### config.mk
export PLATFORM = sky130hd
export DESIGN_NAME = shell_scheduler
export DESIGN_NICKNAME = d
export VERILOG_FILES = /design/src/rtl/tank_pkg.sv /design/src/rtl/shell_fire_gate.sv /design/src/rtl/shell_scheduler.sv
export SDC_FILE = /design/constraint.sdc
export NUM_CORES = 1
export LEC_CHECK = 0
export ABC_CLOCK_PERIOD_IN_PS = 6400
export BUFFER_PORTS_ARGS = -buffer_cell sky130_fd_sc_hd__buf_2
export CELL_PAD_IN_SITES_DETAIL_PLACEMENT = 0
export CELL_PAD_IN_SITES_GLOBAL_PLACEMENT = 1
export CORE_MARGIN = 2
export CORE_UTILIZATION = 40
export DETAILED_ROUTE_END_ITERATION = 8
export HOLD_SLACK_MARGIN = 0.05
export PLACE_DENSITY = 0.77
export SETUP_SLACK_MARGIN = 0.2
export SYNTH_ARGS = -nofsm -noshare
export SYNTH_HDL_FRONTEND = slang
export SYNTH_SLANG_ARGS = --single-unit
### constraint.sdc
create_clock -name frame_clk -period 6.4 [get_ports frame_clk]
set_clock_uncertainty 0.2 [all_clocks]
set_input_delay 0.96 -clock frame_clk [delete_from_list [all_inputs] [get_ports frame_clk]]
set_output_delay 0.96 -clock frame_clk [all_outputs]
set_load 0.01 [all_outputs]
### src/rtl/tank_pkg.sv
// Shared types for the tank shell datapath: facing direction, slot owner, slot state.
`timescale 1ns/1ps
package tank_pkg;

    typedef enum logic [1:0] {
        DIR_UP    = 2'b00,
        DIR_LEFT  = 2'b01,
        DIR_DOWN  = 2'b10,
        DIR_RIGHT = 2'b11
    } dir_t;

    typedef enum logic {
        TANK0 = 1'b0,
        TANK1 = 1'b1
    } owner_t;

    typedef enum logic {
        SLOT_FREE   = 1'b0,
        SLOT_FLIGHT = 1'b1
    } slot_state_t;

endpackage

### src/rtl/shell_fire_gate.sv
// Per-tank fire gate: key edge detect, pending request, post-grant cooldown, eligibility.
// Latency: eligible is combinational from the key edge; pending/cooldown update on the grant edge.
// Backpressure: a request that is not granted stays pending until the scheduler grants it.
`timescale 1ns/1ps
module shell_fire_gate #(
    parameter int COOLDOWN = 8
) (
    input  logic frame_clk,
    input  logic Reset_n,
    input  logic fire_key,
    input  logic cap_ok,
    input  logic grant_now,
    output logic eligible
);

    localparam int CW = (COOLDOWN < 1) ? 1 : $clog2(COOLDOWN + 1);

    logic          fire_prev;
    logic          pending_q;
    logic          pending_now;
    logic [CW-1:0] cooldown_q;

    assign pending_now = pending_q | (fire_key & ~fire_prev);
    assign eligible    = pending_now && (cooldown_q == '0) && cap_ok;

    // fire_prev resets high so a key held through reset is not seen as a fresh press.
    always_ff @(posedge frame_clk or negedge Reset_n) begin
        if (!Reset_n) begin
            fire_prev  <= 1'b1;
            pending_q  <= 1'b0;
            cooldown_q <= '0;
        end else begin
            fire_prev <= fire_key;
            pending_q <= pending_now & ~grant_now;
            if (grant_now) begin
                cooldown_q <= CW'(COOLDOWN);
            end else if (cooldown_q != '0) begin
                cooldown_q <= cooldown_q - CW'(1);
            end
        end
    end

endmodule

### src/rtl/shell_scheduler.sv
// Shares NUM_SLOTS shell datapaths between two tanks with round-robin on a contended slot.
// Latency: key edge sampled in frame N gives registered grant/launch in frame N+1.
// Backpressure: no slot, cap or cooldown keeps the request pending. SHELL_LIFETIME_EN adds forced retire.
`timescale 1ns/1ps
module shell_scheduler
    import tank_pkg::*;
#(
    parameter int NUM_SLOTS    = 4,
    parameter int MAX_PER_TANK = 2,
    parameter int COOLDOWN     = 8
`ifdef SHELL_LIFETIME_EN
    ,
    parameter int MAX_LIFE     = 48
`endif
) (
    input  logic                           frame_clk,
    input  logic                           Reset_n,
    input  logic [1:0]                     fire_req,
    input  logic [1:0]                     tankdir0,
    input  logic [1:0]                     tankdir1,
    input  logic [NUM_SLOTS-1:0]           slot_done,
    output logic [NUM_SLOTS-1:0]           launch_valid,
    output logic [NUM_SLOTS-1:0]           launch_owner,
    output logic [2*NUM_SLOTS-1:0]         launch_dir,
    output logic [NUM_SLOTS-1:0]           slot_busy,
    output logic [1:0]                     grant,
    output logic [$clog2(NUM_SLOTS+1)-1:0] inflight0,
    output logic [$clog2(NUM_SLOTS+1)-1:0] inflight1
);

    localparam int IW = $clog2(NUM_SLOTS + 1);
    localparam int SW = $clog2(NUM_SLOTS);

    slot_state_t          slot_state_q [NUM_SLOTS];
    owner_t               slot_owner_q [NUM_SLOTS];
    logic [IW-1:0]        inflight_q   [2];
    logic [IW-1:0]        inflight_next[2];
    logic                 rr_q;
    logic                 toggle_rr;
    logic [1:0]           eligible;
    logic [1:0]           cap_ok;
    logic [1:0]           grant_now;
    logic [SW-1:0]        alloc_slot   [2];
    logic [SW-1:0]        free_first;
    logic [SW-1:0]        free_second;
    logic                 have_first;
    logic                 have_second;
    logic [NUM_SLOTS-1:0] launch_now;
    logic [NUM_SLOTS-1:0] launch_tank1;
    logic [NUM_SLOTS-1:0] retire;
    logic [NUM_SLOTS-1:0] life_expired;

    for (genvar t = 0; t < 2; t++) begin : g_gate
        assign cap_ok[t] = inflight_q[t] < IW'(MAX_PER_TANK);

        shell_fire_gate #(
            .COOLDOWN (COOLDOWN)
        ) u_gate (
            .frame_clk (frame_clk),
            .Reset_n   (Reset_n),
            .fire_key  (fire_req[t]),
            .cap_ok    (cap_ok[t]),
            .grant_now (grant_now[t]),
            .eligible  (eligible[t])
        );
    end

    always_comb begin
        have_first  = 1'b0;
        have_second = 1'b0;
        free_first  = '0;
        free_second = '0;
        for (int k = 0; k < NUM_SLOTS; k++) begin
            if (slot_state_q[k] == SLOT_FREE) begin
                if (!have_first) begin
                    have_first = 1'b1;
                    free_first = SW'(k);
                end else if (!have_second) begin
                    have_second = 1'b1;
                    free_second = SW'(k);
                end
            end
        end
    end

    // rr_q only moves when a single free slot was actually fought over.
    always_comb begin
        grant_now     = 2'b00;
        toggle_rr     = 1'b0;
        alloc_slot[0] = free_first;
        alloc_slot[1] = free_first;
        if (eligible == 2'b11) begin
            if (have_second) begin
                grant_now         = 2'b11;
                alloc_slot[rr_q]  = free_first;
                alloc_slot[~rr_q] = free_second;
            end else if (have_first) begin
                grant_now[rr_q] = 1'b1;
                toggle_rr       = 1'b1;
            end
        end else if (eligible[0] && have_first) begin
            grant_now[0] = 1'b1;
        end else if (eligible[1] && have_first) begin
            grant_now[1] = 1'b1;
        end
    end

    always_comb begin
        for (int k = 0; k < NUM_SLOTS; k++) begin
            launch_tank1[k] = grant_now[1] && (alloc_slot[1] == SW'(k));
            launch_now[k]   = (grant_now[0] && (alloc_slot[0] == SW'(k))) || launch_tank1[k];
            retire[k]       = (slot_state_q[k] == SLOT_FLIGHT) && (slot_done[k] || life_expired[k]);
            slot_busy[k]    = (slot_state_q[k] == SLOT_FLIGHT);
        end
    end

    // Several owned slots may retire in one frame, so count them all.
    always_comb begin
        for (int t = 0; t < 2; t++) begin
            inflight_next[t] = inflight_q[t] + IW'(grant_now[t]);
            for (int k = 0; k < NUM_SLOTS; k++) begin
                if (retire[k] && (slot_owner_q[k] == owner_t'(t))) begin
                    inflight_next[t] = inflight_next[t] - IW'(1);
                end
            end
        end
    end

    always_ff @(posedge frame_clk or negedge Reset_n) begin
        if (!Reset_n) begin
            rr_q          <= 1'b0;
            grant         <= 2'b00;
            launch_valid  <= '0;
            launch_owner  <= '0;
            launch_dir    <= '0;
            inflight_q[0] <= '0;
            inflight_q[1] <= '0;
            for (int k = 0; k < NUM_SLOTS; k++) begin
                slot_state_q[k] <= SLOT_FREE;
                slot_owner_q[k] <= TANK0;
            end
        end else begin
            rr_q          <= rr_q ^ toggle_rr;
            grant         <= grant_now;
            inflight_q[0] <= inflight_next[0];
            inflight_q[1] <= inflight_next[1];
            for (int k = 0; k < NUM_SLOTS; k++) begin
                launch_valid[k]      <= launch_now[k];
                launch_owner[k]      <= launch_tank1[k];
                launch_dir[2*k +: 2] <= launch_now[k] ? (launch_tank1[k] ? tankdir1 : tankdir0) : DIR_UP;
                if (launch_now[k]) begin
                    slot_state_q[k] <= SLOT_FLIGHT;
                    slot_owner_q[k] <= launch_tank1[k] ? TANK1 : TANK0;
                end else if (retire[k]) begin
                    slot_state_q[k] <= SLOT_FREE;
                end
            end
        end
    end

`ifdef SHELL_LIFETIME_EN
    localparam int LW = $clog2(MAX_LIFE + 1);

    logic [LW-1:0] life_q [NUM_SLOTS];

    always_ff @(posedge frame_clk or negedge Reset_n) begin
        if (!Reset_n) begin
            for (int k = 0; k < NUM_SLOTS; k++) begin
                life_q[k] <= '0;
            end
        end else begin
            for (int k = 0; k < NUM_SLOTS; k++) begin
                if (launch_now[k]) begin
                    life_q[k] <= '0;
                end else if (slot_state_q[k] == SLOT_FLIGHT) begin
                    life_q[k] <= life_q[k] + LW'(1);
                end
            end
        end
    end

    // Expiring on the last count keeps a shell alive for exactly MAX_LIFE frames.
    always_comb begin
        for (int k = 0; k < NUM_SLOTS; k++) begin
            life_expired[k] = (slot_state_q[k] == SLOT_FLIGHT) && (life_q[k] == LW'(MAX_LIFE - 1));
        end
    end
`else
    assign life_expired = '0;
`endif

    assign inflight0 = inflight_q[0];
    assign inflight1 = inflight_q[1];

endmodule
==> metrics.yaml <==
placement:
  placed_area_um2: 2910
  hpwl_mm: 4.33
  gp_congestion: 0.761
  port_buffers: 39
cells_and_area:
  stdcell_area_um2: 3030
  antenna_cells: 0
  area_growth_pct: 14.6
  drive_above_1_share: 0.223
  nNetsFinal: 329
global_route:
  met2_usage: 0.254
  top_usage_layer: "met2"
  gr-total-overflow: 0
  grt_max_degree: 46
  grt_first_pass_wirelength_mm: 9.37
  grtUsageMet1: 0.237
  grtUsageTotal: 0.163
  antenna_found_initial: 0
  grt_pass1_vias: 1866
  grt_util_met3: 0.0253
setup_path:
  required_ns: 6.42
  critPathArrivalTime_ns: 4.90
  critPathMaxFanout: 9
  crit_path_end_kind: "register"
  worstSetupPathType: "register to register"
  cp-start-kind: "register"
die:
  die_h_um: 85.3
  die_w_um: 85.3
  placementRows: 29
  io_pins: 40
  core_area_um2: 6390
  die_area_um2: 7270
  initial_core_util: 0.414
synth:
  synth_edf_count: 0
  synth.area.top_cells: "dfrtp_1 41%, ha_1 8.0%, xnor2_1 5.3%, inv_1 3.1%, nand3_1 2.8%"
  yosysMostFrequentCell: "dfrtp_1"
  synth_cell_types: 50
  syn_nets: 289
  ys_seq_elements: 45
  synth-main-ff-cell: "dfrtp_1"
  yosysSeqAreaShare: 0.427
  synth.largest_area_cell: "dfrtp_1"
  avgSynthCellArea_um2: 10.2
  yosysWarnings: 0
  syn_area_um2: 2640
  synth_top_area_frac: 0.407
  synthTopCellsByCount: "43 x dfrtp_1, 22 x inv_1, 19 x nor2_1"
  async_flop_share: 1.00
  synth_cells: 260
pwr:
  p_leak_nw: 1.48
  power.total_mw: 1.13
  p_per_area_nw_per_um2: 374
  vdd_ir_drop_max_uv: 189
clocking:
  cts_buffers: 5
  cts_setup_buffers: 0
  h-tree-depth: 2
  ctsResizeCount: 0
  clkTransAtPathRegs_ns: 0.09
  cts_tree: "yes"
  cts-root-buf: "clkbuf_8"
  hold_buffers: 0
  cts_sinks: 45
  cts_buffer_depth: 2
  worstSkewPairLatency_ns: 0.29
route:
  routed_wl_mm: 5.78
  wl_per_cell_um: 15.3
  num_vias: 1994
  drc: 0
  vias_per_cell: 5.28
  ant_nets: 0
  drtPass1Iterations: 4
  drt_iter0_drc: 124
timing:
  rsz0062_at_grt: "false"
  slew_headroom: 0.307
  hold_viol_final: 0
  worstMarginPinSlew_ns: 1.04
  min_period_over_period: 0.763
  finalCriticalPeriod_ns: 4.88
  finalSetupViolCount: 0
  final_max_slew_viol_count: 0
  tns_ns: 0
  fmax_ghz: 0.205
flow_run:
  maxCapViolCount: 0
outcome:
  status: "completed"
hold_path:
  hp-class: "register to register"
-- final cells by class --
cell class              instances  area, um^2
fillers                       606        3360
multi-input cells             186        1400
flip-flops and latches         45        1130
repair buffers                 40         203
well taps                      77        96.3
clock buffers                   6        82.6
inverters                      22        82.6
clock inverters                 2        37.5
-- final timing paths --
check	from	to	slack [ns]	cells after the start
max	slot_busy[1]	inflight0[2]	1.52	20
min	g_gate[1].u_gate.cooldown_q[1]	g_gate[1].u_gate.cooldown_q[1]	0.32	2
max reg2reg	slot_busy[1]	inflight0[2]	1.52	20
min reg2reg	g_gate[1].u_gate.cooldown_q[1]	g_gate[1].u_gate.cooldown_q[1]	0.32	2
max in group asynchronous	Reset_n	inflight1[0]	4.72	1
min in group asynchronous	Reset_n	launch_dir[3]	0.65	1
-- worst max-delay path: stages (launching register included) --
cell and delay, ns:
dfrtp_1 0.48, inv_1 0.12, ha_1 0.29, and2_1 0.21
o31ai_2 0.40, or3_2 0.26, nand2_1 0.16, ha_1 0.23
ha_1 0.29, inv_1 0.04, ha_1 0.27, nor2_1 0.10
a21oi_1 0.06, ha_1 0.29, mux2_2 0.28, ha_1 0.29
mux2_2 0.28, ha_1 0.19, nand4b_1 0.09, xnor2_1 0.15
xnor2_1 0.13
-- layout by cell type (no fill, tap or decap), types with 2 or more instances in the layout --
| cell | instances |
|---|---|
| dfrtp_1 | 43 |
| nand3_1 | 15 |
| nor3_1 | 7 |
| mux2_2 | 5 |
| a21oi_1 | 10 |
| ha_1 | 17 |
| buf_2 | 39 |
| nor2b_1 | 4 |
| dfstp_2 | 2 |
| nand2_1 | 11 |
| nand4_1 | 4 |
| a211o_1 | 5 |
| nor2_1 | 19 |
| xor2_1 | 5 |
| o211ai_1 | 2 |
| nand3b_1 | 5 |
| nand2b_1 | 7 |
| xnor2_1 | 16 |
| nor3b_4 | 2 |
| a22o_1 | 3 |
| o21ai_0 | 6 |
| clkbuf_8 | 6 |
| o31ai_1 | 4 |
| mux2i_1 | 7 |
| o21bai_1 | 2 |
| nand4b_1 | 3 |
| or2_2 | 2 |
| o211ai_4 | 2 |
| and2_1 | 2 |
| and3_1 | 2 |
| inv_1 | 22 |
-- kinds of logic after synthesis --
logic type | after synthesis | synth area share
multiplexers | 12 | 0.0478
XOR/XNOR | 21 | 0.0696
flip-flops | 45 | 0.427
AO/OA/AOI/OAI | 47 | 0.136
buffers and inverters | 29 | 0.0440
adder cells (fa/ha/maj) | 17 | 0.0805
AND/OR/NAND/NOR | 89 | 0.195
-- per-stage QoR --
step                worst slack, ns  hold slack (ns)  instances  utilization
floorplan                      1.56            0.268        260            -
global placement               1.32            0.295        370        0.455
detailed placement             1.24            0.305        370        0.455
CTS                            1.51            0.325        378        0.474
global route                   1.22            0.348        378        0.474
finish                         1.52            0.322        378        0.474
-- sequential cells by signal (all words and copies together) (netlist names) --
name and cells:
g_gate.u_gate.cooldown_q 8, launch_dir 8, launch_owner 4, launch_valid 4, slot_busy 4, slot_owner_q 4, inflight0 3, inflight1 3
g_gate.u_gate.fire_prev 2, g_gate.u_gate.pending_q 2, grant 2, rr_q 1
-- power by group --
part | switching (mW) | leakage (nW) | internal [mW]
clock network | 0.0988 | 0.0574 | 0.127
registers | 0.0571 | 0.576 | 0.356
logic | 0.268 | 0.848 | 0.224
total | 0.423 | 1.48 | 0.708
-- layer usage --
layer  part of all wire  vias up
met5                  0        -
met4             0.0073        0
met3              0.031        2
met2               0.48       32
met1               0.49      967
li1                   -      993
No activity file was read; power rests on OpenSTA's default activity.
